File: src/rtl/video_timing_pkg.sv
// Shared timing defaults, bus widths and sequencer state encoding for the
// video frame sequencer and its timing counter.
package video_timing_pkg;

    localparam int DEF_H_SYNC  = 40;
    localparam int DEF_H_BACK  = 220;
    localparam int DEF_H_DISP  = 1280;
    localparam int DEF_H_FRONT = 110;
    localparam int DEF_H_TOTAL = 1650;

    localparam int DEF_V_SYNC  = 5;
    localparam int DEF_V_BACK  = 20;
    localparam int DEF_V_DISP  = 720;
    localparam int DEF_V_FRONT = 5;
    localparam int DEF_V_TOTAL = 750;

    localparam int DEF_ADDR_W  = 20;
    localparam int DEF_DATA_W  = 8;

    typedef enum logic {
        IDLE   = 1'b0,
        ACTIVE = 1'b1
    } seqState_t;

endpackage

File: src/rtl/video_frame_sequencer_if.sv
// Control, pixel-buffer read and filter-side timing signals of the sequencer.
// The sequencer drives through the master modport; the surrounding system
// (buffer and controller) connects through the slave modport.
interface video_frame_sequencer_if #(
    parameter int ADDR_W = video_timing_pkg::DEF_ADDR_W,
    parameter int DATA_W = video_timing_pkg::DEF_DATA_W
);

    logic              start;
    logic              stop;
    logic              continuous;
    logic              rd_en;
    logic [ADDR_W-1:0] rd_addr;
    logic [DATA_W-1:0] rd_data;
    logic              pre_img_vsync;
    logic              pre_img_hsync;
    logic              pre_img_valid;
    logic [DATA_W-1:0] pre_img_data;
    logic              busy;
    logic              frame_done;
    logic [15:0]       frame_cnt;

    modport master (
        input  start, stop, continuous, rd_data,
        output rd_en, rd_addr, pre_img_vsync, pre_img_hsync, pre_img_valid,
               pre_img_data, busy, frame_done, frame_cnt
    );

    modport slave (
        output start, stop, continuous, rd_data,
        input  rd_en, rd_addr, pre_img_vsync, pre_img_hsync, pre_img_valid,
               pre_img_data, busy, frame_done, frame_cnt
    );

endinterface

File: src/rtl/video_timing_cnt.sv
// Horizontal/vertical position counters with sync and display-enable decode.
// While run_i is low the counters are held at (0,0), so a frame always begins
// at the origin the cycle after the sequencer becomes active.
module video_timing_cnt
    import video_timing_pkg::*;
#(
    parameter int H_SYNC  = DEF_H_SYNC,
    parameter int H_BACK  = DEF_H_BACK,
    parameter int H_DISP  = DEF_H_DISP,
    parameter int H_FRONT = DEF_H_FRONT,
    parameter int H_TOTAL = DEF_H_TOTAL,
    parameter int V_SYNC  = DEF_V_SYNC,
    parameter int V_BACK  = DEF_V_BACK,
    parameter int V_DISP  = DEF_V_DISP,
    parameter int V_FRONT = DEF_V_FRONT,
    parameter int V_TOTAL = DEF_V_TOTAL
) (
    input  logic clk,
    input  logic rst,
    input  logic run_i,
    output logic last_o,
    output logic vsync_o,
    output logic hsync_o,
    output logic de_o
);

    // Widths hold the total itself so every boundary compare stays meaningful
    localparam int HW          = $clog2(H_TOTAL + 1);
    localparam int VW          = $clog2(V_TOTAL + 1);
    localparam int H_DE_START  = H_SYNC + H_BACK;
    localparam int H_DE_END    = H_DE_START + H_DISP;
    localparam int V_DE_START  = V_SYNC + V_BACK;
    localparam int V_DE_END    = V_DE_START + V_DISP;

    if (H_SYNC + H_BACK + H_DISP + H_FRONT != H_TOTAL) begin : gHCheck
        $error("horizontal timing segments do not add up to H_TOTAL");
    end
    if (V_SYNC + V_BACK + V_DISP + V_FRONT != V_TOTAL) begin : gVCheck
        $error("vertical timing segments do not add up to V_TOTAL");
    end

    logic [HW-1:0] hCnt_q, hCnt_d;
    logic [VW-1:0] vCnt_q, vCnt_d;
    logic          hLast, vLast;

    assign hLast = (hCnt_q == HW'(H_TOTAL - 1));
    assign vLast = (vCnt_q == VW'(V_TOTAL - 1));

    // Next position: hold at origin when stopped, else raster-scan with wrap
    always_comb begin
        hCnt_d = hCnt_q;
        vCnt_d = vCnt_q;
        if (!run_i) begin
            hCnt_d = '0;
            vCnt_d = '0;
        end else if (hLast) begin
            hCnt_d = '0;
            vCnt_d = vLast ? '0 : vCnt_q + 1'b1;
        end else begin
            hCnt_d = hCnt_q + 1'b1;
        end
    end

    // Position registers
    always_ff @(posedge clk or posedge rst) begin
        if (rst) begin
            hCnt_q <= '0;
            vCnt_q <= '0;
        end else begin
            hCnt_q <= hCnt_d;
            vCnt_q <= vCnt_d;
        end
    end

    assign last_o  = hLast & vLast;
    assign vsync_o = (vCnt_q < VW'(V_SYNC));
    assign hsync_o = (hCnt_q < HW'(H_SYNC));
    assign de_o    = (hCnt_q >= HW'(H_DE_START)) && (hCnt_q < HW'(H_DE_END)) &&
                     (vCnt_q >= VW'(V_DE_START)) && (vCnt_q < VW'(V_DE_END));

endmodule

File: src/rtl/video_frame_sequencer.sv
// Frame sequencer: runs the raster timing, reads the pixel buffer in display
// order and presents timing plus pixel data to the filter one cycle later,
// aligned with the buffer's read latency. Frames are never cut short; stop
// and single-frame mode take effect at the frame boundary.
module video_frame_sequencer
    import video_timing_pkg::*;
#(
    parameter int H_SYNC  = DEF_H_SYNC,
    parameter int H_BACK  = DEF_H_BACK,
    parameter int H_DISP  = DEF_H_DISP,
    parameter int H_FRONT = DEF_H_FRONT,
    parameter int H_TOTAL = DEF_H_TOTAL,
    parameter int V_SYNC  = DEF_V_SYNC,
    parameter int V_BACK  = DEF_V_BACK,
    parameter int V_DISP  = DEF_V_DISP,
    parameter int V_FRONT = DEF_V_FRONT,
    parameter int V_TOTAL = DEF_V_TOTAL,
    parameter int ADDR_W  = DEF_ADDR_W,
    parameter int DATA_W  = DEF_DATA_W
) (
    input logic                      clk,
    input logic                      rst,
    video_frame_sequencer_if.master  bus
);

    seqState_t         state_q, state_d;
    logic              stopPend_q, stopPend_d;
    logic [ADDR_W-1:0] rdAddr_q, rdAddr_d;
    logic              preVsync_q, preVsync_d;
    logic              preHsync_q, preHsync_d;
    logic              preValid_q, preValid_d;
    logic              frameDone_q, frameDone_d;
    logic [15:0]       frameCnt_q, frameCnt_d;
    logic              active, lastPos, frameEnd, vsync, hsync, de, rdEn;

    assign active = (state_q == ACTIVE);

    video_timing_cnt #(
        .H_SYNC (H_SYNC),  .H_BACK (H_BACK),  .H_DISP (H_DISP),
        .H_FRONT(H_FRONT), .H_TOTAL(H_TOTAL),
        .V_SYNC (V_SYNC),  .V_BACK (V_BACK),  .V_DISP (V_DISP),
        .V_FRONT(V_FRONT), .V_TOTAL(V_TOTAL)
    ) uTimingCnt (
        .clk    (clk),
        .rst    (rst),
        .run_i  (active),
        .last_o (lastPos),
        .vsync_o(vsync),
        .hsync_o(hsync),
        .de_o   (de)
    );

    assign rdEn     = de & active;
    assign frameEnd = active & lastPos;

    // Sequencing FSM, sticky stop request and linear read address
    always_comb begin
        state_d    = state_q;
        stopPend_d = stopPend_q;
        rdAddr_d   = rdAddr_q;
        case (state_q)
            IDLE: begin
                if (bus.start) begin
                    state_d    = ACTIVE;
                    stopPend_d = bus.stop;
                    rdAddr_d   = '0;
                end
            end
            ACTIVE: begin
                if (bus.stop) begin
                    stopPend_d = 1'b1;
                end
                if (rdEn) begin
                    rdAddr_d = rdAddr_q + 1'b1;
                end
                if (frameEnd) begin
                    stopPend_d = 1'b0;
                    rdAddr_d   = '0;
                    if (!bus.continuous || stopPend_q || bus.stop) begin
                        state_d = IDLE;
                    end
                end
            end
        endcase
    end

    // One-cycle delayed timing so it lines up with the buffer's read data
    always_comb begin
        preVsync_d  = vsync & active;
        preHsync_d  = hsync & active;
        preValid_d  = rdEn;
        frameDone_d = frameEnd;
        frameCnt_d  = frameCnt_q + {15'd0, frameEnd};
    end

    // All sequencer state and registered outputs
    always_ff @(posedge clk or posedge rst) begin
        if (rst) begin
            state_q     <= IDLE;
            stopPend_q  <= 1'b0;
            rdAddr_q    <= '0;
            preVsync_q  <= 1'b0;
            preHsync_q  <= 1'b0;
            preValid_q  <= 1'b0;
            frameDone_q <= 1'b0;
            frameCnt_q  <= '0;
        end else begin
            state_q     <= state_d;
            stopPend_q  <= stopPend_d;
            rdAddr_q    <= rdAddr_d;
            preVsync_q  <= preVsync_d;
            preHsync_q  <= preHsync_d;
            preValid_q  <= preValid_d;
            frameDone_q <= frameDone_d;
            frameCnt_q  <= frameCnt_d;
        end
    end

    assign bus.rd_en         = rdEn;
    assign bus.rd_addr       = rdAddr_q;
    assign bus.pre_img_vsync = preVsync_q;
    assign bus.pre_img_hsync = preHsync_q;
    assign bus.pre_img_valid = preValid_q;
    assign bus.pre_img_data  = preValid_q ? bus.rd_data : {DATA_W{1'b0}};
    assign bus.busy          = active;
    assign bus.frame_done    = frameDone_q;
    assign bus.frame_cnt     = frameCnt_q;

endmodule
File: src/flat_wrapper.sv
// flat-port wrapper written by rule: the top's interface ports become plain ports
module video_frame_sequencer_flat import video_timing_pkg::*;
#(
    parameter int H_SYNC  = DEF_H_SYNC,
    parameter int H_BACK  = DEF_H_BACK,
    parameter int H_DISP  = DEF_H_DISP,
    parameter int H_FRONT = DEF_H_FRONT,
    parameter int H_TOTAL = DEF_H_TOTAL,
    parameter int V_SYNC  = DEF_V_SYNC,
    parameter int V_BACK  = DEF_V_BACK,
    parameter int V_DISP  = DEF_V_DISP,
    parameter int V_FRONT = DEF_V_FRONT,
    parameter int V_TOTAL = DEF_V_TOTAL,
    parameter int ADDR_W  = DEF_ADDR_W,
    parameter int DATA_W  = DEF_DATA_W
)
  (clk, rst, bus_start, bus_stop, bus_continuous, bus_rd_data, bus_rd_en, bus_rd_addr, bus_pre_img_vsync, bus_pre_img_hsync, bus_pre_img_valid, bus_pre_img_data, bus_busy, bus_frame_done, bus_frame_cnt);
  video_frame_sequencer_if #(.ADDR_W(ADDR_W), .DATA_W(DATA_W)) bus_i ();
  input logic clk;
  input logic rst;
  input wire logic [$bits(bus_i.start)-1:0] bus_start;
  input wire logic [$bits(bus_i.stop)-1:0] bus_stop;
  input wire logic [$bits(bus_i.continuous)-1:0] bus_continuous;
  input wire logic [$bits(bus_i.rd_data)-1:0] bus_rd_data;
  output wire logic [$bits(bus_i.rd_en)-1:0] bus_rd_en;
  output wire logic [$bits(bus_i.rd_addr)-1:0] bus_rd_addr;
  output wire logic [$bits(bus_i.pre_img_vsync)-1:0] bus_pre_img_vsync;
  output wire logic [$bits(bus_i.pre_img_hsync)-1:0] bus_pre_img_hsync;
  output wire logic [$bits(bus_i.pre_img_valid)-1:0] bus_pre_img_valid;
  output wire logic [$bits(bus_i.pre_img_data)-1:0] bus_pre_img_data;
  output wire logic [$bits(bus_i.busy)-1:0] bus_busy;
  output wire logic [$bits(bus_i.frame_done)-1:0] bus_frame_done;
  output wire logic [$bits(bus_i.frame_cnt)-1:0] bus_frame_cnt;
  assign bus_i.start = bus_start;
  assign bus_i.stop = bus_stop;
  assign bus_i.continuous = bus_continuous;
  assign bus_i.rd_data = bus_rd_data;
  assign bus_rd_en = bus_i.rd_en;
  assign bus_rd_addr = bus_i.rd_addr;
  assign bus_pre_img_vsync = bus_i.pre_img_vsync;
  assign bus_pre_img_hsync = bus_i.pre_img_hsync;
  assign bus_pre_img_valid = bus_i.pre_img_valid;
  assign bus_pre_img_data = bus_i.pre_img_data;
  assign bus_busy = bus_i.busy;
  assign bus_frame_done = bus_i.frame_done;
  assign bus_frame_cnt = bus_i.frame_cnt;
  video_frame_sequencer #(.H_SYNC(H_SYNC), .H_BACK(H_BACK), .H_DISP(H_DISP), .H_FRONT(H_FRONT), .H_TOTAL(H_TOTAL), .V_SYNC(V_SYNC), .V_BACK(V_BACK), .V_DISP(V_DISP), .V_FRONT(V_FRONT), .V_TOTAL(V_TOTAL), .ADDR_W(ADDR_W), .DATA_W(DATA_W)) u_core (.clk(clk), .rst(rst), .bus(bus_i));
endmodule
File: config.mk
export PLATFORM = sky130hd
export DESIGN_NAME = video_frame_sequencer_flat
export DESIGN_NICKNAME = d
export VERILOG_FILES = /design/src/rtl/video_timing_pkg.sv /design/src/rtl/video_frame_sequencer_if.sv /design/src/rtl/video_timing_cnt.sv /design/src/rtl/video_frame_sequencer.sv /design/src/flat_wrapper.sv
export SDC_FILE = /design/constraint.sdc
export NUM_CORES = 1
export LEC_CHECK = 0
export BUFFER_PORTS_ARGS = -buffer_cell sky130_fd_sc_hd__buf_2
export CAP_MARGIN = 20
export CORE_MARGIN = 5
export CORE_UTILIZATION = 45
export DETAILED_ROUTE_END_ITERATION = 16
export GPL_ROUTABILITY_DRIVEN = 0
export PLACE_DENSITY = 0.67
export SYNTH_ARGS = -nofsm -noshare
export SYNTH_HDL_FRONTEND = slang
export SYNTH_SLANG_ARGS = --single-unit
File: constraint.sdc
create_clock -name clk -period 4.05 [get_ports clk]
set_input_delay 0.405 -clock clk [delete_from_list [all_inputs] [get_ports clk]]
set_output_delay 0.405 -clock clk [all_outputs]
set_load 0.1 [all_outputs]
# Word level (Yosys, flattened, before mapping)
# Index checks and enable logic that the tools add are counted.
# classes
n_eq_ne	6
multipliers	0
n_lt_le_gt_ge	6
n_shift	0
n_bitwise	6
div	0
reduce_logical	8
addsub	4
n_mux	18
# ops
cell	n
20-bit 2-to-1 mux	3
20-bit case mux with 2 select lines	1
10-bit 2-to-1 mux	3
11-bit 2-to-1 mux	2
20-bit by 1-bit adder with 20-bit output (second input constant)	1
16-bit by 1-bit adder with 16-bit output	1
11-bit by 1-bit adder with 11-bit output (second input constant)	1
11-bit equality test (second input constant)	1
11-bit by 9-bit greater-or-equal comparator with 1-bit output (second input constant)	1
11-bit less-than comparator (second input constant)	1
11-bit by 6-bit less-than comparator with 1-bit output (second input constant)	1
10-bit by 1-bit adder with 10-bit output (second input constant)	1
10-bit equality test (second input constant)	1
10-bit by 5-bit greater-or-equal comparator with 1-bit output (second input constant)	1
10-bit less-than comparator (second input constant)	1
10-bit by 3-bit less-than comparator with 1-bit output (second input constant)	1
8-bit 2-to-1 mux	1
1-bit 2-to-1 mux	6
3-bit inequality test (second input constant)	2
1-bit AND	5
2-bit inequality test (second input constant)	2
1-bit case mux with 2 select lines	2
2-bit AND reduction	2
1-bit logical AND	3
other kinds (3)	4
# word_totals
ramBits	0
mem_bits_ro	0
latch_bits	0
memories	0
in_bits	13
out_inout_bits	50
wordCells	58
register_bits	63

# Depth between registers and ports, before layout
# Gate-level depths: netlist (run 1).
# logic_depth
word_depth	8
ltp_mapped	12
ltp_nobuf	12

# Hierarchy
# From an unflattened synthesis (run 1), not the netlist that was laid out.
# hier_totals
hier_cells	345
hier_area_um2	3405.8
# by_module_without_submodules
module	area_each_um2	seq_area_each_um2	instances	cells_each
video_frame_sequencer	2093.3	1051.0	1	204
video_timing_cnt	1312.5	525.5	1	141

# Worst setup path before layout (run 1)
# Ideal clock, no wire load.
# synth_timing
path_type	flip-flop to flip-flop
start	reg u_core.uTimingCnt.hCnt_q[1]
end	reg u_core.frameCnt_q[14], in the netlist u_core.bus.frame_cnt[14]
path_buffers	0
path_stages_with_launch	13
synth_period_minus_slack_ns	3.139
t_arrival_ns	2.980
slack_ns	0.911
setup_ns	0.158
required_time_ns	3.892
cell_sequence	dfrtp_1 -> inv_1 -> ha_1 -> nand4bb_2 -> or4_4 -> nor4_1 -> ha_1 -> ha_1 -> nand2_1 -> or2_2 -> nor2_1 -> nand4_1 -> xnor2_1
# synth_via
elab_chain_cells	4
# synth_rtl
item	line	rtl
start, declared	video_timing_cnt.sv:42	logic [HW-1:0] hCnt_q, hCnt_d;
start signal, assigned	video_timing_cnt.sv:70	hCnt_q <= hCnt_d;
11-bit equality test	video_timing_cnt.sv:46	assign hLast = (hCnt_q == HW'(H_TOTAL - 1));
1-bit AND	video_timing_cnt.sv:75	assign last_o = hLast & vLast;
1-bit AND	video_frame_sequencer.sv:54	assign frameEnd = active & lastPos;
named net u_core.frameDone_d	video_frame_sequencer.sv:32	logic frameDone_q, frameDone_d;
16-bit by 1-bit adder with 16-bit output	video_frame_sequencer.sv:93	frameCnt_d = frameCnt_q + {15'd0, frameEnd};
named net u_core.frameCnt_d[14]	video_frame_sequencer.sv:33	logic [15:0] frameCnt_q, frameCnt_d;
end signal, assigned	video_frame_sequencer.sv:115	frameCnt_q <= frameCnt_d;
end, declared	video_frame_sequencer.sv:33	
# The timed path passes the listed nets, and every way through them passes these cells.
# A chain may end at the register's enable or synchronous reset.

# Worst setup path after layout (run 1)
# Ends and elaborated chain as after synthesis.

==> metrics.md, run 1 <==
| Metric | Value |
|---|---|
| Pwr dens | 426 nW/µm² |
| F_max | slightly below 300 MHz |
| Clk pin slew, worst setup/hold paths | 0.06 ns |
| Status | finished clean |
| Die area | a little over 9000 µm² |
| Slew headroom | between 40 and 50% |
| Total track usage | 17.1% |
| Leak pwr | 1.91 nW |
| Detailed placement HPWL | 5290 µm |
| TritonCTS Buffers | 9 |
| Port Buf Inserts | 62 |
| Worst reg2reg path depth | 12 |
| Required time worst endpoint | around 4.3 ns |
| Critical Path Start Type | flip-flop |
| Initial core utilization | roughly 46% |
| Final net count | slightly above 400 |
| Antenna viol nets, final | 0 |
| Initial antenna violation count | 0 |
| Root buf cell | clkbuf_8 |
| Cell Rows | 31 |
| Clk sinks | 63 |
| Final slew viol count | 0 |
| CP startpoint | u_core.uTimingCnt.hCnt_q[1]$_DFF_PP0_ |
| Core ar. | 7250 µm² |
| Slew @ Worst Pin | ~0.78 ns |
| IO Pins | 63 |
| Max IR drop VDD | 0.000208 V |
| RR Startpoint | u_core.uTimingCnt.hCnt_q[1]$_DFF_PP0_ |
| Fin area | 3850 µm² |
| Clock Tree Buf Depth | 2 |
| Synth Cell Area | 3330 µm² |
| Final-report hold violation count | 0 |
| Worst-Skew Late Latency | 0.34 ns |
| R2r setup slk | 0.63 ns |
| CTS tree | done |
| # DRC | 0 |
| CP Class | flip-flop to flip-flop |
| Post-synth EDFFs | 0 |
| RR Endpoint | u_core.bus.frame_cnt[14]$_DFF_PP0_ |
| Synth Instances | 325 |
| Layout cells sized above 1 | roughly 25% |
| Critical Path Fanout Max | 4 |
| DP Area | 3680 µm² |
| Via count | roughly 2700 |
| Post-cts gate resize count | 0 |
| Ant diodes | 0 |
| Largest net degree at the start of global routing | 39 |
| Postcts setup bufs | 0 |
| Syn_nets | 346 |
| FF+latch count, synth | 63 |
| Min Hold Slack | 0.212 ns |
| Post-route minimum period | roughly 3.4 ns |
| Syn Area/Cell | 10.3 µm² |
| Worst Setup EP | u_core.bus.frame_cnt[14]$_DFF_PP0_ |
| DRT Pass-1 Iters | 4 |
| Detailed Route Iter0 Violations | 106 |
| Top FF cell, synth | dfrtp_1 |
| Yosys cell types | 53 |
| Area Growth Syn to Fin | 15.5% |
| First-pass GRT wire length | about 12000 µm |
| Number of global-route vias before repair | 2522 |
| Detailed Route WL | between 7000 and 8000 µm |
| Setup-failing EPs final | 0 |
| Sequential element share of the synthesized area | 47.3% |
| Die H | 96.1 µm |
| CP endpoint kind | flip-flop |
| Ys async rst share | 100% |
| H-tree Lvls | 3 |
| Via density | 5.49 |
| # hold bufs at CTS | 0 |
| Grt ovf | 0 |
| Worst EP arrival | 3.64 ns |
| Setup Skew | slightly above 0.008 ns |
| Synthesis warning total | 0 |
| HP Class | input port to async pin |
| Die width | 96.1 µm |
| Final setup TNS | 0 ns |
| MaxCap Viol Count | 0 |
| Routed len/inst | 15.4 µm |
| RSZ-0062 raised after global routing | no |
| Period utilisation layout | a little over four fifths |
-- power by group --
| group | total, mW | internal [mW] | switching [mW] | leakage (nW) |
|---|---|---|---|---|
| Clock | 0.483 | 0.261 | 0.222 | 0.0902 |
| Combinational | 0.379 | 0.0969 | 0.282 | 1.01 |
| Sequential | 0.779 | 0.688 | 0.0913 | 0.813 |
| Total | 1.64 | 1.05 | 0.595 | 1.91 |
-- area by class of cell --
| class | instances | area, µm² |
|---|---|---|
| fill | 670 | 3400 |
| multi-input combinational | 239 | 1610 |
| sequential | 63 | 1580 |
| timing repair buffer | 65 | 333 |
| clock buffer | 12 | 165 |
| tap | 99 | 124 |
| inverter | 9 | 38.8 |
| clock inverter | 1 | 5.00 |
-- stage by stage --
stage / total power, mW / utilization, % / setup slack, ns / cells
finish: 1.64 / 53.1 / 0.629 / 488
floorplan: 1.10 / - / 0.911 / 325
global route: 1.72 / 53.1 / 0.431 / 488
detailed placement: 1.17 / 50.8 / 0.658 / 475
global placement: 1.16 / 50.8 / 0.796 / 475
CTS: 1.65 / 53.1 / 0.648 / 488
-- synthesized netlist by cell type (2+ instances only) --
cell,count,area [µm²]
nor2_1,32,120
nand4_1,14,87.6
dfrtp_1,63,1580
or3_1,5,31.3
o21ai_0,14,70.1
a31oi_1,19,119
buf_2,2,10.0
a21oi_1,10,50.1
nor4_1,3,18.8
and2_1,11,68.8
buf_6,5,56.3
nand2_1,22,82.6
clkbuf_1,3,11.3
or2b_1,2,15.0
inv_1,8,30.0
o41ai_4,2,55.1
a41oi_1,4,35.0
o211ai_1,5,37.5
a21o_1,3,22.5
or2_2,4,25.0
a311o_1,2,20.0
ha_1,8,100
xor2_1,17,149
nand3_1,15,75.1
and3_1,8,50.1
clkbuf_2,2,10.0
a31o_2,2,17.5
and4_1,4,35.0
xnor2_1,12,105
-- worst min path at each step --
stage | start | end | slack, ns | cells past startpoint
final | rst | u_core.bus.frame_cnt[8]$_DFF_PP0_ | 0.21 | 2
after global routing | rst | u_core.bus.frame_cnt[8]$_DFF_PP0_ | 0.29 | 2
after CTS | rst | u_core.bus.frame_cnt[8]$_DFF_PP0_ | 0.23 | 2
after detailed placement | u_core.bus.frame_cnt[15]$_DFF_PP0_ | u_core.bus.frame_cnt[15]$_DFF_PP0_ | 0.46 | 1
after global placement | u_core.bus.frame_cnt[15]$_DFF_PP0_ | u_core.bus.frame_cnt[15]$_DFF_PP0_ | 0.45 | 1
after floorplan | u_core.stopPend_q$_DFFE_PP0P_ | u_core.stopPend_q$_DFFE_PP0P_ | 0.45 | 2
-- critical path, stage by stage, from the launching register on --
cell	delay, ns
dfrtp_1	0.40
inv_1	0.07
ha_1	0.18
nand4bb_2	0.15
or4_4	0.59
nor4_1	0.60
ha_1	0.29
ha_1	0.21
nand2_1	0.06
or2_2	0.33
nor2_1	0.15
nand4_1	0.12
xnor2_1	0.15
-- sequential cells by signal (all words and copies together), names as in the netlist --
signal / cells
u_core.bus.rd_addr: 20
u_core.bus.frame_cnt: 16
u_core.uTimingCnt.hCnt_q: 11
u_core.uTimingCnt.vCnt_q: 10
u_core.bus.busy: 1
u_core.bus.frame_done: 1
u_core.bus.pre_img_hsync: 1
u_core.bus.pre_img_valid: 1
u_core.bus.pre_img_vsync: 1
u_core.stopPend_q: 1
-- layer usage --
metal | routed length [µm] | GRT usage [%] | vias up
met5 | 0 | 0 | -
met4 | 146 | 8.53 | 0
met3 | 448 | 3.52 | 15
met2 | 3570 | 26.8 | 72
met1 | 3340 | 22.5 | 1283
li1 | - | - | 1310
-- layout by cell type, fill, tap and decap left out, types with 12 or more instances in the layout --
cell / count
xnor2_1: 12
xor2_1: 17
nor2_1: 32
a31oi_1: 19
nand4_1: 14
clkbuf_8: 12
o21ai_0: 14
nand2_1: 22
nand3_1: 15
buf_2: 62
dfrtp_1: 63
-- logic make-up after synthesis --
logic type | share of synthesized area [%]
compound gates | 15.2
simple gates | 22.1
mux | 0.338
flops | 47.3
xor+xnor | 7.62
fa+ha+maj | 3.00
buf+inv | 4.47
No activity file was read; power rests on OpenSTA's default activity.
==> run 2, diff against run 1 <==
==> constraint.sdc (replaced) <==
create_clock -name clk -period 3.5 [get_ports clk]
set_input_delay 0.35 -clock clk [delete_from_list [all_inputs] [get_ports clk]]
set_output_delay 0.35 -clock clk [all_outputs]
set_load 0.1 [all_outputs]
==> run 2 against run 1 <==
  * Count of clock-buffer cells in the layout is 2 lower
  * Largest cell class unchanged
  * Power grew 19%
  * Critical path type unchanged
  * Core utilization up 0.36 points
  * Via count up 0.11%
  * Cell count increased by 0.82%
  * Combinational power grew 16%
  * First-iteration DRC count up 1.9%
  * Routed wire length down 1.7%
  * Clock power rose by 26%
==> metrics.md, run 2 (synthesis results as in run 1) <==
| Metric | Value |
|---|---|
| RR Startpoint | u_core.uTimingCnt.hCnt_q[1]$_DFF_PP0_ (unchanged) |
| Clk pin slew, worst setup/hold paths | 0.07 ns (was 0.06 ns) |
| Post-cts gate resize count | 0 (unchanged) |
| R2r setup slk | 0.36 ns (was 0.63 ns) |
| CP Class | flip-flop to flip-flop (unchanged) |
| IO Pins | 63 (unchanged) |
| Leak pwr | 1.92 nW (was 1.91 nW) |
| MaxCap Viol Count | 0 (unchanged) |
| Final-report hold violation count | 0 (unchanged) |
| Setup-failing EPs final | 0 (unchanged) |
| Slew @ Worst Pin | 0.879 ns (was 0.775 ns) |
| Worst EP arrival | 3.36 ns (was 3.64 ns) |
| Postcts setup bufs | 0 (unchanged) |
| Layout cells sized above 1 | 25.7% (was 25.2%) |
| Ant diodes | 0 (unchanged) |
| TritonCTS Buffers | 9 (unchanged) |
| Commonest non-fill, non-tap cell in the layout | dfrtp_1 (unchanged) |
| F_max | 318 MHz (was 292 MHz) |
| Required time worst endpoint | 3.72 ns (was 4.27 ns) |
| Non-Filler Instances | 492 (was 488) |
| First-pass GRT wire length | 12200 µm (about the same) |
| Detailed placement HPWL | 5230 µm (was 5290 µm) |
| Max reg flops | 20 (unchanged) |
| Via count | 2683 (was 2680) |
| Core ar. | 7250 µm² (unchanged) |
| Initial antenna violation count | 0 (unchanged) |
| Root buf cell | clkbuf_8 (unchanged) |
| Most frequent cells in the layout | dfrtp_1 (63), buf_2 (62), nor2_1 (32), nand2_1 (22), a31oi_1 (19) (unchanged) |
| Grt ovf | 0 (unchanged) |
| Final setup TNS | 0 ns (unchanged) |
| Die area | 9230 µm² (unchanged) |
| Final net count | 409 (was 408) |
| Worst reg2reg path depth | 12 (unchanged) |
| Cell Rows | 31 (unchanged) |
| Setup Skew | 0.00985 ns (was 0.00829 ns) |
| RSZ-0062 raised after global routing | no (unchanged) |
| Status | finished clean (unchanged) |
| # hold bufs at CTS | 0 (unchanged) |
| RR Endpoint | u_core.bus.frame_cnt[14]$_DFF_PP0_ (unchanged) |
| Detailed Route WL | 7370 µm (was 7510 µm) |
| DRT Pass-1 Iters | 4 (unchanged) |
| Via density | 5.45 (was 5.49) |
| Total power | 1.95 mW (was 1.64 mW) |
| Die H | 96.1 µm (unchanged) |
| Max IR drop VDD | 0.000277 V (was 0.000208 V) |
| Critical Path Start Type | flip-flop (unchanged) |
| Final slew viol count | 0 (unchanged) |
| Die width | 96.1 µm (unchanged) |
| Number of global-route vias before repair | 2557 (was 2522) |
| Critical Path Fanout Max | 4 (unchanged) |
| Largest net degree at the start of global routing | 44 (was 39) |
| # DRC | 0 (unchanged) |
| Placed Cells | 476 (was 475) |
| Initial core utilization | 46.0% (unchanged) |
| Total track usage | 16.8% (was 17.1%) |
| Port Buf Inserts | 62 (unchanged) |
| Worst-Skew Late Latency | 0.34 ns (about the same) |
| CTS tree | done (unchanged) |
| Routed len/inst | 15.0 µm (was 15.4 µm) |
| Period utilisation layout | 89.7% (was 84.5%) |
| HP Class | input port to async pin (unchanged) |
| Pwr dens | 502 nW/µm² (was 426 nW/µm²) |
| CP endpoint kind | flip-flop (unchanged) |
| Slew headroom | 41.3% (was 48.2%) |
| Detailed Route Iter0 Violations | 108 (was 106) |
| Area Growth Syn to Fin | 16.3% (was 15.5%) |
| H-tree Lvls | 3 (unchanged) |
| Antenna viol nets, final | 0 (unchanged) |
| Post-route minimum period | 3.14 ns (was 3.42 ns) |
| Clk sinks | 63 (unchanged) |
| Clock Tree Buf Depth | 2 (unchanged) |
[run 2: cell types whose count changed in the layout (fill, tap and decap cells not counted)]
cell,before,now
clkinv_4,0,1
clkinvlp_4,0,1
bufinv_16,0,1
clkbuf_1,0,1
clkinv_2,1,3
clkbuf_8,12,9
buf_4,3,4
[run 2: metal layers]
| metal | vias up | global-route usage, % | share of wire [%] |
|---|---|---|---|
| li1 | 1312 | - | - |
| met1 | 1300 | 23.5 | 47 |
| met2 | 63 | 25.7 | 46 |
| met3 | 8 | 3.75 | 5.1 |
| met4 | 0 | 5.69 | 1.2 |
| met5 | - | 0 | 0 |
[run 2: how the worst max path moves through the flow]
stage,start,endpoint,slack (ns),cells past startpoint
global route,u_core.uTimingCnt.hCnt_q[1]$_DFF_PP0_,u_core.bus.frame_cnt[14]$_DFF_PP0_,0.18,12
global placement,u_core.uTimingCnt.hCnt_q[1]$_DFF_PP0_,u_core.bus.frame_cnt[14]$_DFF_PP0_,0.45,12
finish,u_core.uTimingCnt.hCnt_q[1]$_DFF_PP0_,u_core.bus.frame_cnt[14]$_DFF_PP0_,0.36,12
floorplan,u_core.uTimingCnt.hCnt_q[1]$_DFF_PP0_,u_core.bus.frame_cnt[14]$_DFF_PP0_,0.36,12
detailed placement,u_core.uTimingCnt.hCnt_q[1]$_DFF_PP0_,u_core.bus.frame_cnt[14]$_DFF_PP0_,0.36,12
CTS,u_core.uTimingCnt.hCnt_q[1]$_DFF_PP0_,u_core.bus.frame_cnt[14]$_DFF_PP0_,0.34,12
[run 2: per-stage QoR]
stage / setup slack [ns] / util (%) / instance area, µm² / hold slack [ns]
after floorplan: 0.361 / - / 3330 / 0.449
after global placement: 0.448 / 50.9 / 3690 / 0.453
after detailed placement: 0.357 / 50.9 / 3690 / 0.469
after CTS: 0.341 / 53.5 / 3880 / 0.225
after global routing: 0.175 / 53.5 / 3880 / 0.258
final: 0.360 / 53.5 / 3880 / 0.200
[run 2: critical path, stage by stage, from the launching register on]
cell and delay (ns):
dfrtp_1 0.41, inv_1 0.07, ha_1 0.16, nand4bb_2 0.16, or4_4 0.59, nor4_1 0.37, ha_1 0.25, ha_1 0.20
nand2_1 0.05, or2_2 0.33, nor2_1 0.15, nand4_1 0.13, xnor2_1 0.14
[run 2: where the power goes]
part / internal, mW / total [mW] / switching, mW
logic: 0.112 / 0.439 / 0.327
registers: 0.795 / 0.899 / 0.104
clock network: 0.326 / 0.610 / 0.283
total: 1.23 / 1.95 / 0.714
[run 2: cell type report]
type	instances	area, µm²
clock buffers	10	128
clock inverters	6	61.3
fillers	652	3380
inverters	9	38.8
multi-input cells	239	1610
flip-flops and latches	63	1580
well taps	99	124
repair buffers	66	340
